**src/rtl/mux_pkg.sv**
```systemverilog
// rtl/mux_pkg.sv - shared types and limits for the arb_muxn selector
package mux_pkg;

    typedef enum logic {MODE_SEL, MODE_RR} mux_mode_t;

    localparam int NCH_MAX = 16;

endpackage

```
**src/rtl/rr_pick.sv**
```systemverilog
// rtl/rr_pick.sv - round-robin search for the first requester after ptr
module rr_pick #(
    parameter  int NCH  = 4,
    localparam int SELW = $clog2(NCH)
) (
    input  logic [NCH-1:0]  req,
    input  logic [SELW-1:0] ptr,
    output logic            gnt_vld,
    output logic [SELW-1:0] gnt_idx
);

    logic [SELW-1:0] cand;

    // Walk ptr+1, ptr+2, ... with an explicit wrap so non-power-of-2 NCH never visits idx >= NCH.
    always_comb begin
        gnt_vld = 1'b0;
        gnt_idx = '0;
        cand    = ptr;
        for (int k = 0; k < NCH; k++) begin
            cand = (cand == SELW'(NCH - 1)) ? '0 : cand + SELW'(1);
            if (!gnt_vld && req[cand]) begin
                gnt_vld = 1'b1;
                gnt_idx = cand;
            end
        end
    end

endmodule

```
**src/rtl/arb_muxn.sv**
```systemverilog
// rtl/arb_muxn.sv - NCH-way selector/arbiter with valid/ready and one output register
module arb_muxn
    import mux_pkg::*;
#(
    parameter  int NB   = 32,
    parameter  int NCH  = 4,
    localparam int SELW = $clog2(NCH)
) (
    input  logic              clk,
    input  logic              rst_n,
    input  mux_mode_t         mode,
    input  logic [SELW-1:0]   sel,
    input  logic [NCH*NB-1:0] in_data,
    input  logic [NCH-1:0]    in_valid,
    output logic [NCH-1:0]    in_ready,
    output logic [NB-1:0]     out_data,
    output logic              out_valid,
    input  logic              out_ready,
    output logic [SELW-1:0]   out_idx,
    output logic              sel_err,
    input  logic              err_clr
);

    if (NCH < 2 || NCH > NCH_MAX) begin : g_bad_nch
        $error("arb_muxn: NCH out of range");
    end

    logic            load_en;
    logic            sel_ok;
    logic            rr_vld;
    logic [SELW-1:0] rr_idx;
    logic [SELW-1:0] ptr;
    logic            gnt_vld;
    logic [SELW-1:0] gnt_idx;
    logic [NB-1:0]   gnt_data;

    assign load_en = !out_valid || out_ready;
    assign sel_ok  = 32'(sel) < 32'(NCH);

    rr_pick #(.NCH(NCH)) u_rr_pick (
        .req     (in_valid),
        .ptr     (ptr),
        .gnt_vld (rr_vld),
        .gnt_idx (rr_idx)
    );

    always_comb begin
        gnt_vld = 1'b0;
        gnt_idx = '0;
        if (mode == MODE_RR) begin
            gnt_vld = rr_vld;
            gnt_idx = rr_idx;
        end else if (sel_ok && in_valid[sel]) begin
            gnt_vld = 1'b1;
            gnt_idx = sel;
        end
    end

    always_comb begin
        in_ready = '0;
        if (load_en && gnt_vld) begin
            in_ready[gnt_idx] = 1'b1;
        end
    end

    assign gnt_data = in_data[gnt_idx*NB +: NB];

    // Pointer follows every grant, including explicit selects, so RR resumes fairly after a mode switch.
    always_ff @(posedge clk or negedge rst_n) begin
        if (!rst_n) begin
            out_valid <= 1'b0;
            out_data  <= '0;
            out_idx   <= '0;
            ptr       <= SELW'(NCH - 1);
        end else if (load_en) begin
            if (gnt_vld) begin
                out_valid <= 1'b1;
                out_data  <= gnt_data;
                out_idx   <= gnt_idx;
                ptr       <= gnt_idx;
            end else begin
                out_valid <= 1'b0;
            end
        end
    end

    always_ff @(posedge clk or negedge rst_n) begin
        if (!rst_n) begin
            sel_err <= 1'b0;
        end else if (mode == MODE_SEL && !sel_ok) begin
            sel_err <= 1'b1;
        end else if (err_clr) begin
            sel_err <= 1'b0;
        end
    end

endmodule

```
**config.mk**
```make
export PLATFORM = sky130hd
export DESIGN_NAME = arb_muxn
export DESIGN_NICKNAME = d
export VERILOG_FILES = /design/src/rtl/mux_pkg.sv /design/src/rtl/rr_pick.sv /design/src/rtl/arb_muxn.sv
export SDC_FILE = /design/constraint.sdc
export NUM_CORES = 1
export LEC_CHECK = 0
export ABC_AREA = 0
export CAP_MARGIN = 20
export CORE_AREA = 4 4 96 98
export CTS_CLUSTER_DIAMETER = 200
export DETAILED_ROUTE_END_ITERATION = 10
export DIE_AREA = 0 0 100 102
export PLACE_DENSITY = 0.78
export SYNTH_ARGS = -nofsm -noshare
export SYNTH_HDL_FRONTEND = slang
export SYNTH_HIERARCHICAL = 1
export SYNTH_SLANG_ARGS = --single-unit
```
**constraint.sdc**
```tcl
create_clock -name clk -period 2.35 [get_ports clk]
set_input_delay 0.47 -clock clk [delete_from_list [all_inputs] [get_ports clk]]
set_output_delay 0.47 -clock clk [all_outputs]
set_load 0.02 [all_outputs]
```
Word level (Yosys, flattened, before mapping)
Cells that the tools add are included.
W data, S select, Z words.
{ "totals": {"register_bits": 37, "latchBits": 0, "mem_bits_rw": 0, "rom_bits": 0, "in_bits": 139, "out_inout_bits": 40, "memories": 0} }
{ "classes": {"add_sub_neg": 4, "mul": 0, "div": 0, "n_lt_le_gt_ge": 7, "n_eq_ne": 4, "shifts": 1, "n_mux": 30, "bitwise_logic": 0, "n_reduce_logical": 11} }
{ "op_table": {"columns": ["cell", "n"], "rows": [
  ["$shiftx A128 B8 Y32", 1],
  ["$mux W2", 10],
  ["$lt A2 B3 Y1 const B", 6],
  ["$mux W1", 13],
  ["$bmux W1 S2", 5],
  ["$add A2 B1 Y2 const B", 4],
  ["$eq A2 B2 Y1 const B", 4],
  ["$logic_and A1 B1 Y1", 5],
  ["$logic_not A1 Y1", 4],
  ["$mux W4", 1],
  ["$demux W1 S2", 1],
  ["$ge A2 B1 Y1 const B", 1],
  ["$reduce_and A2 Y1", 1],
  ["$logic_or A1 B1 Y1", 1]
]} }

Logic depth before layout (Yosys ltp)
{ "logic_depth": {"word_depth": 20, "mapped_depth": 11} }

Cells and area by module
Netlist, hierarchy kept.
{ "modules_own_cells": {"columns": ["module", "n_inst", "cells_per_inst", "area_each_um2"], "rows": [
  ["arb_muxn", 1, 349, 2706.3],
  ["rr_pick", 1, 15, 107.6]
]} }

Worst setup path after synthesis
Ideal clock, no wire load.
{ "synth_path": {"path_type": "reg2out", "from": "register ptr[0]", "to": "output in_ready[0]", "t_arrival_ns": 2.170, "required_ns": 1.880, "slack_ns": -0.290, "stages_incl_launch_ff": 8, "path_buffers": 1, "path_cell_list": "dfstp_2 > ha_1 > nand2_2 > a2111oi_4 > nor3_1 > a21o_1 > buf_2 > nor3_1"} }
{ "synth_between": {"elab_chain_len": 20} }
{ "synth_lines": {"columns": ["item", "line", "rtl"], "rows": [
  ["start: declaration", "arb_muxn.sv:32", "logic [SELW-1:0] ptr;"],
  ["start signal: assignment", "arb_muxn.sv:74", "ptr <= SELW'(NCH - 1);"],
  ["start signal: assignment", "arb_muxn.sv:80", "ptr <= gnt_idx;"],
  ["$add A2 B1 Y2 / $eq A2 B2 Y1 (equally long branches)", "rr_pick.sv:20", "cand = (cand == SELW'(NCH - 1)) ? '0 : cand + SELW'(1);"],
  ["$mux W2 (*)", "rr_pick.sv:20", null],
  ["branches (longest 11 deep; another with $add A2 B1 Y2)", null, null],
  ["$mux W2 (*)", "rr_pick.sv:21", "if (!gnt_vld && req[cand]) begin"],
  ["via rr_idx[1]", "arb_muxn.sv:31", "logic [SELW-1:0] rr_idx;"],
  ["$mux W2 (*)", "arb_muxn.sv:50", "if (mode == MODE_RR) begin"],
  ["$lt A2 B3 Y1 (implied by the code) / $ge A2 B1 Y1 (equally long branches)", "arb_muxn.sv:62", "in_ready[gnt_idx] = 1'b1;"],
  ["$logic_and A1 B1 Y1 (implied by the code)", "arb_muxn.sv:62", null],
  ["$mux W1 (implied by the code)", "arb_muxn.sv:62", null],
  ["$demux W1 S2 (*)", "arb_muxn.sv:62", null],
  ["$mux W4 (*)", "arb_muxn.sv:61", "if (load_en && gnt_vld) begin"],
  ["end: declaration", "arb_muxn.sv:15", "output logic [NCH-1:0] in_ready,"]
]} }
Mark *: on every way through the listed nets, which the timed path passes. The select of a mux whose other input is x is not followed.

Worst setup path after layout
{ "layout_path": {"from": "register ptr[1]", "to": "output in_ready[1]"} }
The elaborated chain is that of the path after synthesis.

==> impl_metrics.csv <==
group,metric,value,unit
run_status,outcome,"finished with violations",
run_status,violations,"setup timing",
synthesis,synthTopCellsByCount,"nand2_1, and3_1, dfrtp_1",
floorplanning,pin_count,179,
clock_network,cts_root_buf,"clkbuf_8",
synthesis,synthTopCellsByArea,"dfrtp_1, nand2_1, and3_1",
sta,report.final.setup_viol,9,
placement,gp_congestion,0.840,
critical_path,cp.depth,7,
floorplanning,dieArea,10200,sq um
global_routing,grt_max_degree,39,
placement,dp_hpwl,7520,um
critical_path,rrSetupSlack,-20,ps
clock_network,cts_tree,"built",
critical_path,worstPathRequired,1880,ps
placement,portBuffers,176,
sta,setup_tns,-412,ps
synthesis,synth_most_common_cell,"nand2_1",
synthesis,ys_async_sr_fraction,100,%
critical_path,end_kind,"output pin",
global_routing,grt_pass1_wl,15300,um
clock_network,clkSinkCount,37,
critical_path,critPathSlowestCell,"dfstp_2",
cells_and_area,regArea,928,sq um
floorplanning,rows,34,
critical_path,crit_family,"compound AO/OA/AOI/OAI gates",
sta,skew,7.75,ps
sta,maxSlewViolCount,0,
synthesis,yosys.cell_types.count,28,
clock_network,clk_path_buf_depth,2,
floorplanning,start_util,33.2,%
route,wl_per_cell,15.2,um
critical_path,r2r_end,"out_data[25]",
cells_and_area,drive_gt1_share,16.6,%
synthesis,synth_edf_count,0,
sta,fin_crit,2460,ps
critical_path,cp-startpoint,"ptr[1]",
sta,max_freq,406,MHz
critical_path,worstPathMaxFanout,4,
route,firstDrtPassIters,4,
critical_path,arrival,1990,ps
job,cap_violations,0,
power,vdd_drop_max,0.000277,V
power,power_leakage,2.28,nW
sta,finalCritPeriodShare,105,%
route,vias_per_cell,4.89,
synthesis,syn_inst,364,
route,drt_wl_total,9970,um
sta,relSlewSlack,43.9,%
critical_path,worstPathCellList,"ha_4 -> nand2_4 -> a2111oi_4 -> nor3_2 -> a21o_2 -> nor3_4 -> buf_6",
synthesis,synth_area,2810,sq um
sta,hold_viol,0,
sta,layout_setup_ws,-111,ps
synthesis,yosys-mux-area-fraction,1.87,%
route,drc_errors,0,
critical_path,path_buf_inv,1,
clock_network,numCtsBuffers,5,
synthesis,yosys.area.top_type,"dfrtp_1",
synthesis,synth_top_family_by_area,"simple AND/OR/NAND/NOR gates",
critical_path,r2r_cells,12,
synthesis,synth_xor_area_share,0,%
sta,tightest_slew,842,ps
floorplanning,die_h,102,um
critical_path,path_class,"flip-flop to output pin",
floorplanning,fp.dieW,100,um
synthesis,synth_ff_type,"dfrtp_1",
floorplanning,core_area,8470,sq um
worst_hold_path,hp-class,"input port to async pin",
clock_network,htree_levels,2,
global_routing,antenna_found_initial,0,
synthesis,syn_avg_cell_area,7.73,sq um
synthesis,ys_seq_area_share,33.0,%
critical_path,worstReg2RegStart,"ptr[1]",
synthesis,ys_ff_latch,37,
route,ant_nets,0,
cells_and_area,final_net_count,688,
global_routing,grtUsageTotal,18.3,%
cells_and_area,fin_util,58.9,%
route,drt-initial-drc-count,46,
sta,grt_setup_unrepaired,"yes",
placement,placed_area,4760,sq um
cells_and_area,insertedDiodeCount,0,
global_routing,overflow,0,
synthesis,yosys.area_share.adder,0.445,%
critical_path,endpoint,"in_ready[1]",
clock_network,postCtsHoldBufs,0,
synthesis,yosysWarnings,6,
critical_path,critical_path.max_stage_delay,550,ps
synthesis,synth_top_area_share,31.1,%
global_routing,grt_pass1_vias,3364,
clock_network,clkTransAtPathRegs,70,ps
cells_and_area,area_delta_synth_final,77.1,%
clock_network,insertion_delay,290,ps
route,via_count,3214,
critical_path,startpoint_type,"flip-flop",
synthesis,syn_nets,504,
cells_and_area,multi_input_area,1780,sq um
power,power_per_cell_area,769,nW/um^2
synthesis,yosys.area_share.simple,39.0,%
synthesis,synth_compound_area_share,18.2,%
cells_and_area,finalInstanceArea,4980,sq um
cells_and_area,fill_cells,764,
routing by layer:
metal / share of wire (%) / GRT usage (%) / wire [um] / vias up
met5: 0 / 0 / 0 / -
met4: 1.5 / 5.39 / 149 / 0
met3: 7.3 / 4.51 / 725 / 14
met2: 52 / 33.9 / 5180 / 126
met1: 39 / 20.9 / 3920 / 1484
li1: - / - / - / 1590
repair_timing:
action                                  in CTS  in global routing
gates resized for setup                     39                 10
gates cloned                                 0                  2
endpoints found under the setup margin      39                 40
pin swaps                                   10                  6
buffers inserted                             3                  1
worst min path at each step:
| stage | to | slack (ps) | depth (start not counted) |
|---|---|---|---|
| after CTS | out_data[0] | 320 | 1 |
| after global routing | out_data[0] | 350 | 1 |
| after global placement | out_data[10] | 460 | 2 |
| final | out_data[0] | 280 | 1 |
| after detailed placement | out_data[21] | 470 | 2 |
| after floorplan | out_data[0] | 170 | 0 |
power by group:
part	switching, mW	internal (mW)	leakage (nW)
clock	0.213	0.211	0.0395
combinational	1.23	1.20	1.80
sequential	0.119	0.866	0.447
total	1.56	2.27	2.28
metrics by stage:
stage | hold WS (ps) | power [mW] | instances | setup WS (ps)
after floorplan | 174 | 2.34 | 364 | 6.19
after global placement | 464 | 3.24 | 643 | -673
after detailed placement | 471 | 3.30 | 643 | -741
after CTS | 317 | 3.78 | 654 | -150
after global routing | 346 | 4.11 | 657 | -210
final | 283 | 3.83 | 657 | -111
registers in the layout (all words and copies together) (netlist names):
register and count:
out_data 32, out_valid 1, out_idx 2, ptr 2
kinds of logic after synthesis:
| logic type | count (synthesis) |
|---|---|
| flops | 37 |
| simple gates | 243 |
| compound gates | 46 |
| other cells | 1 |
| fa+ha+maj | 1 |
| mux | 5 |
| buf+inv | 31 |
layout make-up:
class	instances	share of cell area [%]
flip-flops and latches	37	18.6
clock buffers	8	1.61
repair buffers	205	41.1
well taps	108	2.71
inverters	3	0.226
multi-input cells	296	35.7
cell usage in the layout, fill, tap and decap left out, types with 3 or more instances in the layout:
| cell type | synthesis | final |
|---|---|---|
| mux2i_1 | 3 | 3 |
| buf_6 | 6 | 8 |
| o31ai_2 | 31 | 31 |
| dfrtp_1 | 35 | 35 |
| dlygate4sd2_1 | 0 | 6 |
| clkbuf_1 | 3 | 3 |
| nor2_1 | 4 | 4 |
| and3_1 | 64 | 64 |
| clkdlybuf4s50_1 | 0 | 165 |
| nand2_1 | 164 | 164 |
| buf_4 | 8 | 20 |
| nor3_4 | 0 | 4 |
| nand2b_1 | 3 | 3 |
| a21oi_1 | 5 | 4 |
| clkbuf_8 | 0 | 5 |
(Power assumes the default switching activity.)
